**src/rtl/mux_rr_arbiter.sv**
```systemverilog
// Round-robin arbiter for two requesters feeding a registered valid/ready output stage.
// Optional burst mode (macro ARB_BURST_EN) lets an owner keep winning ties for up to BURST_LEN beats.
module mux_rr_arbiter #(
  parameter int WIDTH     = 4,
  parameter int BURST_LEN = 4
) (
  input  logic             clk,
  input  logic             rst,
  input  logic             req_a,
  input  logic [WIDTH-1:0] a,
  input  logic             req_b,
  input  logic [WIDTH-1:0] b,
  output logic             gnt_a,
  output logic             gnt_b,
  output logic             sel,
  output logic [WIDTH-1:0] out,
  output logic             out_valid,
  input  logic             out_ready
);

  typedef enum logic [1:0] {
    IDLE  = 2'b00,
    OWN_A = 2'b01,
    OWN_B = 2'b10
  } owner_e;

  owner_e           owner_q, owner_d;
  logic [WIDTH-1:0] out_q, out_d;
  logic             sel_q, sel_d;
  logic             valid_q, valid_d;
  logic             load_s;
  logic             win_b_s;

`ifdef ARB_BURST_EN
  localparam int CNT_W = $clog2(BURST_LEN + 1);
  localparam logic [CNT_W-1:0] CNT_MAX = CNT_W'(BURST_LEN);

  logic [CNT_W-1:0] cnt_q, cnt_d;
  logic             same_owner_s;

  // Winner selection: the owner keeps ties until its burst budget is spent.
  always_comb begin
    win_b_s = 1'b0;
    if (req_a && !req_b) begin
      win_b_s = 1'b0;
    end else if (!req_a && req_b) begin
      win_b_s = 1'b1;
    end else if (req_a && req_b) begin
      case (owner_q)
        OWN_A:   win_b_s = (cnt_q >= CNT_MAX);
        OWN_B:   win_b_s = (cnt_q < CNT_MAX);
        IDLE:    win_b_s = 1'b0;
        default: win_b_s = 1'b0;
      endcase
    end else begin
      win_b_s = 1'b0;
    end
  end

  // Burst counter: saturating on repeat wins, reloads to 1 on an owner change.
  always_comb begin
    cnt_d        = cnt_q;
    same_owner_s = (win_b_s && (owner_q == OWN_B)) || (!win_b_s && (owner_q == OWN_A));
    if (load_s) begin
      if (same_owner_s) begin
        if (cnt_q < CNT_MAX) begin
          cnt_d = cnt_q + CNT_W'(1);
        end else begin
          cnt_d = cnt_q;
        end
      end else begin
        cnt_d = CNT_W'(1);
      end
    end else begin
      cnt_d = cnt_q;
    end
  end

  // Burst counter register.
  always_ff @(posedge clk or posedge rst) begin
    if (rst) begin
      cnt_q <= '0;
    end else begin
      cnt_q <= cnt_d;
    end
  end
`else
  localparam int unused_burst_len = BURST_LEN;

  // Winner selection: ties go to the requester that did not win last (IDLE acts like OWN_B).
  always_comb begin
    win_b_s = 1'b0;
    if (req_a && !req_b) begin
      win_b_s = 1'b0;
    end else if (!req_a && req_b) begin
      win_b_s = 1'b1;
    end else if (req_a && req_b) begin
      win_b_s = (owner_q == OWN_A);
    end else begin
      win_b_s = 1'b0;
    end
  end
`endif

  // Load decision, grants and next state of the output stage and owner.
  always_comb begin
    load_s  = (req_a | req_b) & (~valid_q | out_ready);
    gnt_a   = load_s & ~win_b_s & ~rst;
    gnt_b   = load_s & win_b_s & ~rst;
    owner_d = owner_q;
    out_d   = out_q;
    sel_d   = sel_q;
    valid_d = valid_q;
    if (load_s) begin
      owner_d = win_b_s ? OWN_B : OWN_A;
      out_d   = win_b_s ? b : a;
      sel_d   = win_b_s;
      valid_d = 1'b1;
    end else if (valid_q && out_ready) begin
      valid_d = 1'b0;
    end else begin
      valid_d = valid_q;
    end
  end

  // State registers; reset clears the output stage immediately.
  always_ff @(posedge clk or posedge rst) begin
    if (rst) begin
      owner_q <= IDLE;
      out_q   <= '0;
      sel_q   <= 1'b0;
      valid_q <= 1'b0;
    end else begin
      owner_q <= owner_d;
      out_q   <= out_d;
      sel_q   <= sel_d;
      valid_q <= valid_d;
    end
  end

  assign out       = out_q;
  assign sel       = sel_q;
  assign out_valid = valid_q;

endmodule

```
**config.mk**
```make
export PLATFORM = sky130hd
export DESIGN_NAME = mux_rr_arbiter
export DESIGN_NICKNAME = d
export VERILOG_FILES = /design/src/rtl/mux_rr_arbiter.sv
export SDC_FILE = /design/constraint.sdc
export NUM_CORES = 1
export LEC_CHECK = 0
export CAP_MARGIN = 15
export CORE_AREA = 3 3 40 42
export CTS_BUF_LIST = sky130_fd_sc_hd__clkbuf_8
export DETAILED_ROUTE_END_ITERATION = 8
export DIE_AREA = 0 0 43 45
export GPL_ROUTABILITY_DRIVEN = 0
export PLACE_DENSITY = 0.68
export SLEW_MARGIN = 20
export SYNTH_ARGS = -nofsm -noshare
export SYNTH_HDL_FRONTEND = slang
export SYNTH_SLANG_ARGS = --single-unit
```
**constraint.sdc**
```tcl
create_clock -name clk -period 1.5 [get_ports clk]
set_input_delay 0.375 -clock clk [delete_from_list [all_inputs] [get_ports clk]]
set_output_delay 0.375 -clock clk [all_outputs]
set_load 0.005 [all_outputs]
```
* Word-level counts from Yosys, hierarchy flattened *
Index checks and enable logic that the tools add are counted.
Widths: inputs -> output; s select.

storage, ports and cells
  register bits = 8
  output and inout bits = 8
  logic and storage cells = 29

operators by class
  equality and inequality tests = 1
  mux-type cells = 7
  bitwise logic cells = 10
  reductions and logical operators = 7

operators by type and width
  operator            count
  $and 1x1->1         5
  $mux 1              5
  $logic_and 1x1->1   4
  $mux 4              1
  $not 1->1           3
  $eq 2x1->1 const B  1
  $logic_not 1->1     2
  $mux 2              1
  $or 1x1->1          2
  $reduce_bool 2->1   1

* Logic depth before layout (Yosys ltp) *
  depth in word-level cells = 7
  depth in mapped cells = 4
  depth with buffers taken out = 3

* Least setup slack after synthesis *
No wires, ideal clock.

  kind = register to output
  from = register owner_q[0]
  to = output gnt_a
  arrival time = 0.976 ns
  path slack = 0.149 ns
  cell stages (with the launch flop) = 4
  path buffers = 0
  cell sequence = dfrtp_1 nor2b_4 a221oi_2 and2_1

between the ends
  longest elaborated chain between the ends = 7

ends and longest elaborated chain
  item                      RTL line  source
  start: declaration        27        owner_e owner_q, owner_d;
  start signal: assignment  134       owner_q <= owner_d;
  $eq 2x1->1                98        win_b_s = (owner_q == OWN_A);
  $mux 1                    97        end else if (req_a && req_b) begin
  $mux 1                    95        end else if (!req_a && req_b) begin
  $mux 1                    93        if (req_a && !req_b) begin
  $not 1->1                 108       gnt_a = load_s & ~win_b_s & ~rst;
  $and 1x1->1 (2 in a row)  108
  end: declaration          13        output logic gnt_a,

Every way passes these cells.

* Final worst setup path *
Ends and elaborated chain as after synthesis.

==> results.ini <==
[cells_and_area]
nets=76
final_cells=77
fin_area_um2=671
final_cell_mix=clkdlybuf4s50_1 (14), buf_4 (8), dfrtp_1 (7)
drive_gt1_frac=0.290
final_common_cell=clkdlybuf4s50_1
syn_to_final_growth_pct=82.9
antenna_cells=0

[place]
io_buffers=20
dp_cells=71
placed_area_um2=626
hpwl_um=716

[critical_path]
worstSetupEndpointType=output port
crit_chain=nor2b_4 > a221oi_2 > and2_1 > buf_2
path_max_fanout=2
arrival_ns=1.24
cp_slowest_cell=dfrtp_1
crit_required_ns=1.12
crit_path_max_incr_delay_ns=0.37
crit_type=reg -> out
worstSetupStartpointType=flip-flop

[drt]
vias=341
drt_iter0_drc=0
drtAntennaViolNets=0
wl_per_cell_um=12.2
drc=0
detail_route.first_pass.iterations=1
via_per_inst=4.43
routed_wl_um=939

[cts]
cts_root_buffer=clkbuf_8
clk_latency_ns=0.22
numCtsBuffers=3
clk_path_buf_depth=2
cts_sinks=7
cts_max_level=1
cts_tree=done
cts.clk_slew.worst_paths_ns=0.04

[sta]
hold_violations=0
max_freq_mhz=621
fin_skew_ns=0.00138
worst_slew_pin_slew_ns=0.232
finalSetupViolations=3
fin_ws_ns=-0.112
drv_slew=0
rsz0062_at_grt=yes
post-route-min-period_ns=1.61
fin_crit_sh=1.07
fin_hold_ws_ns=0.457
slew_headroom=0.845

[synthesis]
synth.avg_cell_area_um2=11.8
yosys-top-cells-area=dfrtp_1 (48%), a221o_1 (11%), a21boi_1 (8.2%)
netlist_area_um2=367
syn_nets=44
ys_ff_latch=7
synthCells=31
synthDistinctLibCells=16
yosysTopAreaCell=dfrtp_1
yosys_warnings=0
synth_top_area_frac=0.478
synth_seq_area_share=0.478

[global_routing]
grt_max_degree=8
grt_antenna_before_repair=0
grt_pass1_vias=316
grt_pass1_wl_um=1430
gr-usage-all-layers=0.108
grt_overflow=0

[run_status]
status=finished with violations
violations=setup timing

[power]
power_density_nw_per_um2=1020
peakVddDrop_mv=0.471
p_leak_nw=0.322

[floorplan]
dieWidth_um=43
start_util=0.285
core_area_um2=1280
die_area_um2=1940
dieHeight_um=45
ios=21
placementRows=13

[job]
maxCapViolCount=0

[hold_path]
worstHoldPathType=in -> async

[final timing paths]
path                       startpoint         end  slack, ns  cells past startpoint
setup reg to reg           owner_q[0]      out[1]       0.15                      4
min in group clk               out[3]      out[3]       0.63                      2
hold reg to reg                out[3]      out[3]       0.63                      2
max in group asynchronous         rst      out[3]       0.92                      3
hold / removal                    rst  owner_q[0]       0.46                      3
setup / recovery           owner_q[0]       gnt_a      -0.11                      4
[sequential cells by signal, indices dropped and copies added (netlist names)]
| signal | flops |
|---|---|
| out_valid | 1 |
| owner_q | 2 |
| out | 4 |
[where the power goes]
| group | total (mW) | leakage, nW | internal [mW] | switching (mW) |
|---|---|---|---|---|
| registers | 0.236 | 0.0821 | 0.219 | 0.0178 |
| logic | 0.203 | 0.213 | 0.138 | 0.0653 |
| clock network | 0.247 | 0.0269 | 0.176 | 0.0715 |
[cells by family (layout without fill, tap and decap cells)]
| logic type | count (synthesis) | count (layout) | synth area share |
|---|---|---|---|
| buffers and inverters | 4 | 35 | 0.0444 |
| DFF | 7 | 7 | 0.478 |
| and+or+nand+nor | 8 | 8 | 0.164 |
| AOI/OAI and AO/OA | 12 | 12 | 0.314 |
[layer usage]
metal	up-vias	global-route usage	wire (um)
li1	174	-	-
met1	151	0.111	388
met2	16	0.168	444
met3	0	0.0717	106
met4	0	0.0542	0
met5	-	0	0
[critical path, delay by kind of cell, from the launching register on]
| family | cells | cell delay [ns] |
|---|---|---|
| compound gates | 1 | 0.25 |
| simple gates | 2 | 0.29 |
| buf+inv | 1 | 0.10 |
| flops | 1 | 0.37 |
[synth_stat cells]
library cell / n
a21boi_1: 4
a21o_1: 1
a21oi_1: 1
a221o_1: 4
a221oi_2: 1
and2_1: 2
buf_2: 1
dfrtp_1: 7
inv_1: 3
nand2_1: 1
nand2b_1: 1
nand2b_4: 1
nor2_1: 1
nor2b_4: 1
o211a_4: 1
or2_1: 1
[what timing repair did]
item,CTS,global route
pin swaps,2,0
setup endpoints to repair,8,3
cloned,0,0
setup buffers,1,1
hold buffers,0,0
resized for setup,13,0
[layout make-up]
cell class	instances	area (um^2)
Sequential cell	7	175
Timing Repair Buffer	28	245
Clock inverter	1	3.75
Clock buffer	3	41.3
Multi-Input combinational cell	20	175
Tap cell	15	18.8
Fill cell	126	614
Inverter	3	11.3
[stage by stage]
| step | power, mW | util | setup TNS (ns) | worst slack (ns) |
|---|---|---|---|---|
| 6_report | 0.687 | 0.522 | -0.302 | -0.112 |
| 2_1_floorplan | 0.315 | - | 0 | 0.149 |
| 3_3_place_gp | 0.437 | 0.487 | -2.51 | -0.677 |
| 5_1_grt | 0.727 | 0.522 | -0.446 | -0.199 |
| 4_1_cts | 0.690 | 0.516 | -0.320 | -0.115 |
| 3_5_place_dp | 0.439 | 0.487 | -2.56 | -0.741 |
Power figures use the tool's default switching activity.
